[config.mk]
export PLATFORM = sky130hd
export DESIGN_NAME = ddr_burst_arbiter_flat
export DESIGN_NICKNAME = d
export VERILOG_FILES = /design/src/rtl/ddr_burst_arbiter_if.sv /design/src/rtl/ddr_burst_arbiter.sv /design/src/flat_wrapper.sv
export SDC_FILE = /design/constraint.sdc
export NUM_CORES = 1
export LEC_CHECK = 0
export ABC_AREA = 1
export CAP_MARGIN = 10
export CELL_PAD_IN_SITES_DETAIL_PLACEMENT = 1
export CELL_PAD_IN_SITES_GLOBAL_PLACEMENT = 2
export CORE_UTILIZATION = 28
export CTS_BUF_LIST = sky130_fd_sc_hd__clkbuf_4 sky130_fd_sc_hd__clkbuf_8 sky130_fd_sc_hd__clkbuf_16
export DETAILED_ROUTE_END_ITERATION = 8
export PLACE_DENSITY = 0.84
export SLEW_MARGIN = 40
export SYNTH_ARGS = -nofsm -noshare
export SYNTH_HDL_FRONTEND = slang
export SYNTH_SLANG_ARGS = --single-unit
[constraint.sdc]
create_clock -name clk -period 2.2 [get_ports clk]
set_input_delay 0.33 -clock clk [delete_from_list [all_inputs] [get_ports clk]]
set_output_delay 0.33 -clock clk [all_outputs]
set_load 0.1 [all_outputs]
[src/rtl/ddr_burst_arbiter_if.sv]
// Bundle between the DDR burst arbiter and its requesters / DDR command port.
// The master modport is the arbiter's view; slave is the environment's view.
interface ddr_burst_arbiter_if;
   logic [3:0] req;
   logic [1:0] ch0_wr_bank;
   logic [1:0] ch1_wr_bank;
   logic [1:0] ch0_rd_bank;
   logic [1:0] ch1_rd_bank;
   logic       cmd_ready;
   logic       burst_done;
   logic [3:0] grant;
   logic       cmd_valid;
   logic       cmd_write;
   logic [1:0] cmd_bank;
   logic       cmd_ch;
   logic [3:0] done;
   logic       timeout_err;

   modport master (
      input  req, ch0_wr_bank, ch1_wr_bank, ch0_rd_bank, ch1_rd_bank,
      input  cmd_ready, burst_done,
      output grant, cmd_valid, cmd_write, cmd_bank, cmd_ch, done, timeout_err
   );

   modport slave (
      output req, ch0_wr_bank, ch1_wr_bank, ch0_rd_bank, ch1_rd_bank,
      output cmd_ready, burst_done,
      input  grant, cmd_valid, cmd_write, cmd_bank, cmd_ch, done, timeout_err
   );
endinterface

[src/rtl/ddr_burst_arbiter.sv]
// Four-requester DDR burst arbiter: round-robin with optional read priority,
// command handshake, burst-completion tracking and a BUSY watchdog.
module ddr_burst_arbiter #(
   parameter int RD_PRIORITY = 1,
   parameter int TIMEOUT     = 1023
) (
   input  logic               clk,
   input  logic               rst_n,
   ddr_burst_arbiter_if.master bus
);
   typedef enum logic [1:0] {IDLE, GRANT, BUSY} state_t;

   localparam logic [9:0] CNT_LAST = 10'(TIMEOUT - 1);
   localparam bit         RD_FIRST = (RD_PRIORITY != 0);

   state_t     r_state;
   logic [1:0] r_last;
   logic [1:0] r_win;
   logic [9:0] r_cnt;
   logic [3:0] r_grant;
   logic       r_cmd_valid;
   logic       r_cmd_write;
   logic [1:0] r_cmd_bank;
   logic       r_cmd_ch;
   logic [3:0] r_done;
   logic       r_timeout_err;

   logic [3:0] w_mask;
   logic [1:0] w_win;
   logic       w_found;
   logic [1:0] w_bank;

   // Pending reads hide all writes from the search when read priority is on.
   assign w_mask = (RD_FIRST && (|bus.req[3:2])) ? (bus.req & 4'b1100) : bus.req;

   always_comb begin
      w_win   = 2'd0;
      w_found = 1'b0;
      for (int i = 1; i <= 4; i++) begin
         if (!w_found && w_mask[r_last + 2'(i)]) begin
            w_win   = r_last + 2'(i);
            w_found = 1'b1;
         end
      end
   end

   always_comb begin
      case (w_win)
         2'd0:    w_bank = bus.ch0_wr_bank;
         2'd1:    w_bank = bus.ch1_wr_bank;
         2'd2:    w_bank = bus.ch0_rd_bank;
         default: w_bank = bus.ch1_rd_bank;
      endcase
   end

   always_ff @(posedge clk) begin
      if (!rst_n) begin
         r_state       <= IDLE;
         r_last        <= 2'd3;
         r_win         <= 2'd0;
         r_cnt         <= 10'd0;
         r_grant       <= 4'd0;
         r_cmd_valid   <= 1'b0;
         r_cmd_write   <= 1'b0;
         r_cmd_bank    <= 2'd0;
         r_cmd_ch      <= 1'b0;
         r_done        <= 4'd0;
         r_timeout_err <= 1'b0;
      end else begin
         r_done        <= 4'd0;
         r_timeout_err <= 1'b0;
         case (r_state)
            IDLE: begin
               if (|bus.req) begin
                  r_win       <= w_win;
                  r_grant     <= 4'b0001 << w_win;
                  r_cmd_valid <= 1'b1;
                  r_cmd_write <= ~w_win[1];
                  r_cmd_ch    <= w_win[0];
                  r_cmd_bank  <= w_bank;
                  r_state     <= GRANT;
               end
            end
            GRANT: begin
               if (bus.cmd_ready) begin
                  r_cmd_valid <= 1'b0;
                  r_cnt       <= 10'd0;
                  r_state     <= BUSY;
               end
            end
            BUSY: begin
               // A completion on the watchdog's last cycle still wins.
               if (bus.burst_done) begin
                  r_done  <= r_grant;
                  r_grant <= 4'd0;
                  r_last  <= r_win;
                  r_state <= IDLE;
               end else if (r_cnt == CNT_LAST) begin
                  r_timeout_err <= 1'b1;
                  r_grant       <= 4'd0;
                  r_last        <= r_win;
                  r_state       <= IDLE;
               end else begin
                  r_cnt <= r_cnt + 10'd1;
               end
            end
            default: r_state <= IDLE;
         endcase
      end
   end

   assign bus.grant       = r_grant;
   assign bus.cmd_valid   = r_cmd_valid;
   assign bus.cmd_write   = r_cmd_write;
   assign bus.cmd_bank    = r_cmd_bank;
   assign bus.cmd_ch      = r_cmd_ch;
   assign bus.done        = r_done;
   assign bus.timeout_err = r_timeout_err;
endmodule

[src/flat_wrapper.sv]
// flat-port wrapper written by rule: the top's interface ports become plain ports
module ddr_burst_arbiter_flat 
#(
   parameter int RD_PRIORITY = 1,
   parameter int TIMEOUT     = 1023
)
  (clk, rst_n, bus_req, bus_ch0_wr_bank, bus_ch1_wr_bank, bus_ch0_rd_bank, bus_ch1_rd_bank, bus_cmd_ready, bus_burst_done, bus_grant, bus_cmd_valid, bus_cmd_write, bus_cmd_bank, bus_cmd_ch, bus_done, bus_timeout_err);
  ddr_burst_arbiter_if bus_i ();
  input  logic clk;
  input  logic rst_n;
  input wire logic [$bits(bus_i.req)-1:0] bus_req;
  input wire logic [$bits(bus_i.ch0_wr_bank)-1:0] bus_ch0_wr_bank;
  input wire logic [$bits(bus_i.ch1_wr_bank)-1:0] bus_ch1_wr_bank;
  input wire logic [$bits(bus_i.ch0_rd_bank)-1:0] bus_ch0_rd_bank;
  input wire logic [$bits(bus_i.ch1_rd_bank)-1:0] bus_ch1_rd_bank;
  input wire logic [$bits(bus_i.cmd_ready)-1:0] bus_cmd_ready;
  input wire logic [$bits(bus_i.burst_done)-1:0] bus_burst_done;
  output wire logic [$bits(bus_i.grant)-1:0] bus_grant;
  output wire logic [$bits(bus_i.cmd_valid)-1:0] bus_cmd_valid;
  output wire logic [$bits(bus_i.cmd_write)-1:0] bus_cmd_write;
  output wire logic [$bits(bus_i.cmd_bank)-1:0] bus_cmd_bank;
  output wire logic [$bits(bus_i.cmd_ch)-1:0] bus_cmd_ch;
  output wire logic [$bits(bus_i.done)-1:0] bus_done;
  output wire logic [$bits(bus_i.timeout_err)-1:0] bus_timeout_err;
  assign bus_i.req = bus_req;
  assign bus_i.ch0_wr_bank = bus_ch0_wr_bank;
  assign bus_i.ch1_wr_bank = bus_ch1_wr_bank;
  assign bus_i.ch0_rd_bank = bus_ch0_rd_bank;
  assign bus_i.ch1_rd_bank = bus_ch1_rd_bank;
  assign bus_i.cmd_ready = bus_cmd_ready;
  assign bus_i.burst_done = bus_burst_done;
  assign bus_grant = bus_i.grant;
  assign bus_cmd_valid = bus_i.cmd_valid;
  assign bus_cmd_write = bus_i.cmd_write;
  assign bus_cmd_bank = bus_i.cmd_bank;
  assign bus_cmd_ch = bus_i.cmd_ch;
  assign bus_done = bus_i.done;
  assign bus_timeout_err = bus_i.timeout_err;
  ddr_burst_arbiter #(.RD_PRIORITY(RD_PRIORITY), .TIMEOUT(TIMEOUT)) u_core (.clk(clk), .rst_n(rst_n), .bus(bus_i));
endmodule
==> flow_summary.json, run 1 <==
{
  "r2r_start": "u_core.r_cnt[0]",
  "crit_start": "u_core.r_cnt[0]",
  "grt_pass1_vias": 1405,
  "grt_util_all_layers_pct": 14.6,
  "utilization_pct": 38.4,
  "cp-end-kind": "register",
  "drtIter0Drc": 69,
  "multiInputGateArea_sq_um": 825,
  "cts_tree": "done",
  "synth-seq-cells": 29,
  "clk_pin_slew_ns": 0.06,
  "routed_wl_mm": 3.86,
  "maxSlewViolCount": 0,
  "synth_ff_type": "dfxtp_1",
  "cp_slowest_cell": "dfxtp_1",
  "synth_top_area_share_pct": 37.9,
  "p_per_area_nw_per_um2": 760,
  "slowest_delay_ns": 0.33,
  "syn_avg_cell_area_sq_um": 7.37,
  "n_fill_cell": 658,
  "yosysSeqAreaShare_pct": 37.9,
  "fmaxAchievable_mhz": 528,
  "whs_path_depth": 2,
  "p_leak_nw": 0.858,
  "post-place-ws_ns": 0.0458,
  "ir_drop_mv": 0.258,
  "finalSetupViolations": 0,
  "hold_viol": 0,
  "syn_to_final_growth_pct": 30.4,
  "async_reset_ff_share_pct": 0,
  "final-seq-area_sq_um": 581,
  "core-area_sq_um": 5200,
  "clock-sinks": 29,
  "clk_latency_ns": 0.28,
  "grt_pass1_wl_mm": 6.70,
  "min_period_ns": 1.89,
  "htreeDepth": 2,
  "path_class": "reg -> reg",
  "ys_top_cells_by_count": "nand2_1, dfxtp_1, inv_1",
  "whs_endpoint": "u_core.bus.done[1]",
  "antenna_found_initial": 0,
  "ff2ff_setup_slack_ns": 0.31,
  "clock_path_buffers": 2,
  "firstDrtPassIters": 4,
  "final.setup.tns_ns": 0,
  "synth_edf_count": 0,
  "cp_data_arrival_time_ns": 2.06,
  "synth.most_common_cell": "nand2_1",
  "wl_per_cell_um": 12.2,
  "status": "completed",
  "cts_hold_buffers": 0,
  "grt_max_degree": 13,
  "diodes": 0,
  "synth_cell_types": 38,
  "worstHoldStart": "u_core.bus.grant[1]",
  "grt_overflow": 0,
  "vias": 1479,
  "netlist_instances": 208,
  "fp.dieW_um": 76.0,
  "drc_errors": 0,
  "viasPerCell": 4.67,
  "netlist_area_sq_um": 1530,
  "detail-route-antenna-nets": 0,
  "ys.warnings.count": 0,
  "relSlewSlack_pct": 73.6,
  "setup_ws_ns": 0.306,
  "synthTopCellsByArea": "dfxtp_1, nand2_1, inv_1, nand3_1, a21oi_1",
  "required_ns": 2.37,
  "nets": 264,
  "syn-num-nets": 226,
  "reg2regPathDepth": 14,
  "cp-start-kind": "register",
  "fp.dieH_um": 76.0,
  "cp_cell_sequence": "inv_1 > ha_1 > nand2_1 > nor2_1 > nand3_1 > nand2_1 > inv_1 > nand2_1 > nand2_2 > inv_2 > nor3_4 > nand3_1 > o21bai_1 > a21oi_1",
  "post_route_cells_drive_above_1_share_pct": 21.5,
  "row_count": 26,
  "cts-root-buf": "clkbuf_8",
  "regToRegEndpoint": "u_core.r_cnt[8]",
  "fp.dieArea_sq_um": 5770,
  "rsz0062_at_grt": "no",
  "holdWs_ns": 0.451,
  "critPathMostFrequentCell": "nand2_1",
  "dpl.hpwl_mm": 2.92,
  "drv_cap": 0,
  "gp_congestion": 0.745,
  "start_util_pct": 29.4,
  "crit_fanout": 8,
  "io_buffer_count": 29,
  "tightest_slew_ns": 0.394,
  "fin_worst_skew_ns": 0.00372,
  "synth_area_leader_cell": "dfxtp_1",
  "io_pins": 30,
  "hp-class": "reg -> reg",
  "numCtsBuffers": 5,
  "post-route-period-util_pct": 86.1
}
## stage by stage
stage               power, mW  cells  area (sq um)
finish                   1.52    317          2000
global route             1.60    317          2000
CTS                      1.53    317          1990
detailed placement       1.04    309          1890
global placement         1.03    309          1890
floorplan               0.918    208          1530
## area by class of cell
cell class	instances	area share, %
Inverter	31	5.95
Sequential cell	29	29.1
Multi-Input combinational cell	146	41.3
Clock inverter	1	0.250
Clock buffer	7	4.82
Tap cell	70	4.38
Timing Repair Buffer	33	14.3
## registers in the layout, indices dropped and copies added, names as in the netlist
name and cells:
u_core.bus.grant 4, u_core.r_state 2, u_core.r_win 2, u_core.bus.cmd_bank 2, u_core.r_last 2, u_core.bus.timeout_err 1, u_core.bus.cmd_valid 1, u_core.r_cnt 10
u_core.bus.done 4, u_core.bus.cmd_write 1
## where the power goes
group | internal, mW | switching (mW) | total [mW]
sequential | 0.559 | 0.0249 | 0.584
combinational | 0.127 | 0.314 | 0.441
clock | 0.282 | 0.211 | 0.494
## metal layers
layer	share of wire [%]	global-route usage [%]	wire (um)
met4	1.6	5.77	63
met5	0	0	0
met1	50	18.4	1920
met2	45	23.7	1740
met3	3.4	3.71	131
## repair_timing
action / CTS / global route
gates resized for setup: 0 / 1
setup buffers: 0 / 0
endpoints found under the setup margin: 0 / 2
## worst max-delay path, delay by kind of cell (launching register included)
family,cells,cell delay (ns)
simple gates,8,0.76
flops,1,0.33
buf+inv,3,0.28
fa+ha+maj,1,0.21
compound gates,2,0.20
## cell usage in the layout (no fill, tap or decap), types with 2 or more instances in the layout
cell	n
nand3_1	18
a21oi_1	11
buf_4	18
o21bai_1	2
o21ai_2	2
inv_1	25
clkbuf_8	7
a21oi_2	2
dfxtp_1	29
inv_2	4
nand2_1	48
nor2_2	2
o21ai_1	2
o31ai_1	2
nor4_1	2
xnor2_1	2
o211ai_1	3
nand3_2	4
o21ai_0	3
nor2_1	14
nor3_1	4
nand4_1	5
nand2_2	6
ha_1	2
clkdlybuf4s50_1	15
## worst max-delay path by stage
stage	endpoint	slack, ns
after CTS	u_core.r_cnt[8]	0.24
after global placement	u_core.bus.cmd_bank[1]	0.10
after global routing	u_core.r_cnt[8]	0.04
final	u_core.r_cnt[8]	0.31
after detailed placement	u_core.bus.cmd_bank[1]	0.05
after floorplan	u_core.r_cnt[8]	0.58
## logic make-up (layout without fill, tap and decap cells)
logic type	Yosys count	count (layout)	share of synthesized area (%)
fa+ha+maj	2	2	1.63
flops	29	29	37.9
xor+xnor	2	2	1.14
compound gates	33	33	15.3
simple gates	109	109	35.3
buf+inv	33	72	8.73
Note: power is estimated with default switching activity, not from simulation.
==> run 2, diff against run 1 <==
Settings changed: CORE_ASPECT_RATIO from default to 0.75.
==> run 2 against run 1 <==
Worst setup slack lost 0.087 ns. Critical path depth is the same. Power grew 7.0%. Via count shrank 0.95%. First-iteration DRC count is the same. Global-route usage grew 1.7 points. Hold slack is essentially flat.
==> flow_summary.json, run 2 (same netlist as run 1, synthesis figures left out) <==
{
  "clock-sinks": 29,
  "slowest_delay_ns": 0.35,
  "wl_per_cell_um": 13.1,
  "critPathMostFrequentCell": "nand2_1",
  "cp_data_arrival_time_ns": 2.15,
  "nets": 265,
  "grt_util_all_layers_pct": 16.2,
  "antenna_found_initial": 0,
  "htreeDepth": 2,
  "crit_fanout": 8,
  "vias": 1465,
  "gp_congestion": 0.774,
  "viasPerCell": 4.58,
  "hold_viol": 0,
  "cts_setup_buffers": 0,
  "start_util_pct": 30.3,
  "cp-start-kind": "register",
  "grt_overflow": 0,
  "io_buffer_count": 29,
  "fmaxAchievable_mhz": 505,
  "cp_slowest_cell": "dfxtp_1",
  "ir_drop_mv": 0.342,
  "required_ns": 2.37,
  "multiInputGateArea_sq_um": 825,
  "p_per_area_nw_per_um2": 801,
  "clk_latency_ns": 0.28,
  "n_fill_cell": 664,
  "post_route_cells_drive_above_1_share_pct": 22.2,
  "drv_cap": 0,
  "fp.dieW_um": 87.4,
  "tightest_slew_ns": 0.383,
  "fin_worst_skew_ns": 0.00455,
  "grt_pass1_vias": 1488,
  "min_period_ns": 1.98,
  "p_leak_nw": 0.870,
  "rsz0062_at_grt": "no",
  "hp-class": "reg -> reg",
  "grt_max_degree": 13,
  "status": "completed",
  "final.setup.tns_ns": 0,
  "final_area_sq_um": 2030,
  "drtIter0Drc": 69,
  "grt_pass1_wl_mm": 7.12,
  "row_count": 22,
  "cp_cell_sequence": "inv_1 > ha_1 > nand2_1 > nor2_1 > nand3_1 > nand2_1 > inv_1 > nand2_1 > nand2_2 > inv_2 > nor3_4 > nand3_1 > o21bai_1 > a21oi_1",
  "maxSlewViolCount": 0,
  "syn_to_final_growth_pct": 32.3,
  "drc_errors": 0,
  "largest_register": "u_core.r_cnt",
  "relSlewSlack_pct": 74.3,
  "clk_pin_slew_ns": 0.07,
  "diodes": 0,
  "fp.dieH_um": 66.1,
  "routed_wl_mm": 4.18,
  "cts-root-buf": "clkbuf_8",
  "placed_area_sq_um": 1900,
  "largest_reg_flops": 10,
  "clock_path_buffers": 2,
  "detail-route-antenna-nets": 0,
  "core-area_sq_um": 5060,
  "final-seq-area_sq_um": 582,
  "io_pins": 30,
  "cp-end-kind": "register",
  "dpl.hpwl_mm": 3.24,
  "path_class": "reg -> reg",
  "numCtsBuffers": 5,
  "cts_tree": "done",
  "fp.dieArea_sq_um": 5780,
  "finalSetupViolations": 0,
  "final_cell_mix": "nand2_1, dfxtp_1, inv_1",
  "firstDrtPassIters": 4,
  "final_common_cell": "nand2_1",
  "power_mw": 1.62,
  "post-route-period-util_pct": 90.1
}
[run 2: area by class of cell]
cell class | count | share of cell area [%]
Timing Repair Buffer | 34 | 14.4
Multi-Input combinational cell | 146 | 40.7
Tap cell | 72 | 4.44
Inverter | 31 | 5.86
Clock buffer | 7 | 4.44
Sequential cell | 29 | 28.7
Clock inverter | 1 | 1.48
[run 2: metal layers]
| layer | vias up | track usage (%) | share of wire [%] |
|---|---|---|---|
| li1 | 765 | - | - |
| met1 | 668 | 23.7 | 56 |
| met2 | 28 | 22.9 | 39 |
| met3 | 4 | 4.12 | 3.5 |
| met4 | 0 | 5.12 | 1.0 |
| met5 | - | 0 | 0 |
[run 2: critical path, delay by kind of cell, from the launching register on]
kind | cells | cell delay, ns
DFF | 1 | 0.35
buffers and inverters | 3 | 0.32
adders and majority gates | 1 | 0.21
and+or+nand+nor | 8 | 0.83
AOI/OAI and AO/OA | 2 | 0.20
[run 2: worst paths after layout]
kind | from | to | slack (ns) | cells after the start
hold / removal | u_core.bus.grant[1] | u_core.bus.done[1] | 0.45 | 2
setup reg to reg | u_core.r_cnt[0] | u_core.r_cnt[8] | 0.22 | 14
setup / recovery | u_core.r_cnt[0] | u_core.r_cnt[8] | 0.22 | 14
hold reg to reg | u_core.bus.grant[1] | u_core.bus.done[1] | 0.45 | 2
[run 2: report_power, final]
group / switching (mW) / total, mW / internal, mW
Sequential: 0.0286 / 0.588 / 0.559
Combinational: 0.317 / 0.444 / 0.127
Clock: 0.211 / 0.593 / 0.381
Total: 0.557 / 1.62 / 1.07
[run 2: timing repair]
action                     4_1_cts  5_1_grt
resized for setup                0        2
hold buffers                     0        0
setup endpoints to repair        0        4
[run 2: metrics by stage]
stage | worst slack, ns | hold WS [ns] | utilization [%] | cells
floorplan | 0.576 | 0.408 | - | 208
global placement | 0.0141 | 0.442 | 37.5 | 312
detailed placement | -0.0277 | 0.448 | 37.5 | 312
CTS | 0.174 | 0.459 | 39.9 | 320
global route | 0.00695 | 0.481 | 40.0 | 320
finish | 0.219 | 0.450 | 40.0 | 320
==> run 3, diff against run 2 <==
Settings changed: CORE_ASPECT_RATIO 0.75 to 1.4, HOLD_SLACK_MARGIN from default to 0.03.
==> run 3 against run 2 <==
Critical path depth unchanged. Routed wire length is 7.5% lower. Non-clock buffer count increased by 1. Clock power rose by 11%. Register-to-register slack hardly changed. Combinational power about the same. Die area barely moved. Via count is 0.27% higher. Cell area is 0.31% higher. Fmax rose by 0.33%. Hold slack got worse by 0.0060 ns. Largest cell class unchanged. Largest power group unchanged. Highest routed layer unchanged.
==> flow_summary.json, run 3 (same netlist as run 1, synthesis figures left out) <==
{
  "hp-class": "reg -> reg",
  "clk_latency_ns": 0.28,
  "syn_to_final_growth_pct": 32.7,
  "intPower_mw": 1.14,
  "drv_cap": 0,
  "required_ns": 2.37,
  "cts_resized": 0,
  "clk_pin_slew_ns": 0.07,
  "final_cell_mix": "nand2_1, dfxtp_1, inv_1",
  "status": "completed",
  "dr_wl_met2_mm": 1.94,
  "drtIter0Drc": 53,
  "post-place-ws_ns": 0.0389,
  "wl_per_cell_um": 12.3,
  "finalSetupViolations": 0,
  "cp-end-kind": "register",
  "maxSlewViolCount": 0,
  "diodes": 0,
  "cts_tree": "done",
  "core-area_sq_um": 5240,
  "grt_pass1_vias": 1505,
  "fp.dieArea_sq_um": 5780,
  "p_sw_share_pct": 32.4,
  "vias": 1469,
  "min_period_ns": 1.97,
  "crit_buf_inv": 3,
  "pwr-share-comb_pct": 26.3,
  "cts_setup_buffers": 0,
  "cp_data_arrival_time_ns": 2.15,
  "cts-root-buf": "clkbuf_8",
  "p_leak_nw": 0.867,
  "start_util_pct": 29.3,
  "cts_hold_buffers": 0,
  "detail-route-antenna-nets": 0,
  "tightest_slew_ns": 0.340,
  "grt_util_all_layers_pct": 15.1,
  "antenna_found_initial": 0,
  "critPathTopFamily": "simple AND/OR/NAND/NOR gates",
  "htreeDepth": 2,
  "firstDrtPassIters": 4,
  "post_route_cells_drive_above_1_share_pct": 22.1,
  "fp.dieH_um": 89.5,
  "nets": 266,
  "wl_met1_mm": 1.74,
  "cp_slowest_cell": "dfxtp_1",
  "grt_pass1_wl_mm": 6.73,
  "crit_fanout": 8,
  "post-route-period-util_pct": 89.8,
  "top_layer": "met4",
  "cp-start-kind": "register",
  "io_buffer_count": 29,
  "fp.dieW_um": 64.5,
  "fin_worst_skew_ns": 0.00547,
  "routed_wl_mm": 3.86,
  "ir_drop_mv": 0.219,
  "clkPwrFrac_pct": 39.1,
  "largest_reg_flops": 10,
  "slowest_delay_ns": 0.33,
  "setup_ws_ns": 0.225,
  "p_per_area_nw_per_um2": 827,
  "critPathMostFrequentCell": "nand2_1",
  "clock-sinks": 29,
  "grt_max_degree": 13,
  "relSlewSlack_pct": 77.2,
  "fmaxAchievable_mhz": 506,
  "numCtsBuffers": 5,
  "p_sw_mw": 0.545,
  "row_count": 31,
  "wl_met3_um": 102,
  "io_pins": 30,
  "drc_errors": 0,
  "clock_path_buffers": 2,
  "viasPerCell": 4.66,
  "p_seq_share_pct": 34.6,
  "grt_overflow": 0,
  "hold_viol": 0,
  "path_class": "reg -> reg",
  "cp_cell_sequence": "inv_1 > ha_1 > nand2_1 > nor2_1 > nand3_1 > nand2_1 > inv_1 > nand2_1 > nand2_2 > inv_2 > nor3_2 > nand3_1 > o21bai_1 > a21oi_1",
  "largest_register": "u_core.r_cnt",
  "final_common_cell": "nand2_1",
  "gp_congestion": 0.737,
  "dpl.hpwl_mm": 3.02,
  "rsz0062_at_grt": "no",
  "n_fill_cell": 674,
  "final.setup.tns_ns": 0
}
[run 3: cell types whose count changed in the layout (fill, tap and decap cells not counted)]
cell,before,now
dfxtp_1,28,29
clkbuf_8,6,5
nor3_2,0,1
clkbuf_4,1,0
buf_4,19,20
dfxtp_2,1,0
clkinv_2,0,1
bufinv_16,1,2
nor3_4,1,0
[run 3: cell type report]
cell class | count | area [sq um] | area share [%]
well taps | 66 | 82.6 | 4.06
clock buffers | 5 | 68.8 | 3.38
multi-input cells | 146 | 818 | 40.2
clock inverters | 3 | 65.1 | 3.20
flip-flops and latches | 29 | 581 | 28.5
repair buffers | 35 | 300 | 14.8
inverters | 31 | 119 | 5.84
[run 3: power by group through the flow]
| stage | clock, mW | sequential (mW) | combinational, mW |
|---|---|---|---|
| floorplan | 0 | 0.736 | 0.182 |
| global placement | 0 | 0.594 | 0.444 |
| detailed placement | 0 | 0.595 | 0.447 |
| CTS | 0.675 | 0.584 | 0.448 |
| global route | 0.699 | 0.587 | 0.481 |
| finish | 0.658 | 0.583 | 0.442 |
[run 3: per-layer routing]
layer	vias up	GRT usage [%]
li1	765	-
met1	677	17.2
met2	21	27.1
met3	6	3.19
met4	0	6.67
met5	-	0
[run 3: worst paths after layout]
path	from	to	slack, ns	depth (start not counted)
worst min register to register	u_core.bus.grant[2]	u_core.bus.done[2]	0.44	2
worst max register to register	u_core.r_cnt[0]	u_core.r_cnt[8]	0.23	14
worst min-delay path	u_core.bus.grant[2]	u_core.bus.done[2]	0.44	2
worst max-delay path	u_core.r_cnt[0]	u_core.r_cnt[8]	0.23	14
[run 3: stage by stage]
stage	instance area, sq um	std cells	utilization (%)	hold WS [ns]	power, mW
final	2030	315	38.9	0.444	1.68
after global routing	2030	315	38.9	0.470	1.77
after CTS	2030	315	38.9	0.451	1.71
after detailed placement	1900	307	36.3	0.441	1.04
after global placement	1900	307	36.3	0.436	1.04
after floorplan	1530	208	-	0.408	0.918
[run 3: worst register-to-register path, stage by stage (launching register included)]
cell and delay [ns]:
dfxtp_1 0.33, inv_1 0.10, ha_1 0.21, nand2_1 0.06
nor2_1 0.04, nand3_1 0.10, nand2_1 0.06, inv_1 0.07
nand2_1 0.06, nand2_2 0.15, inv_2 0.10, nor3_2 0.22
nand3_1 0.15, o21bai_1 0.16, a21oi_1 0.05
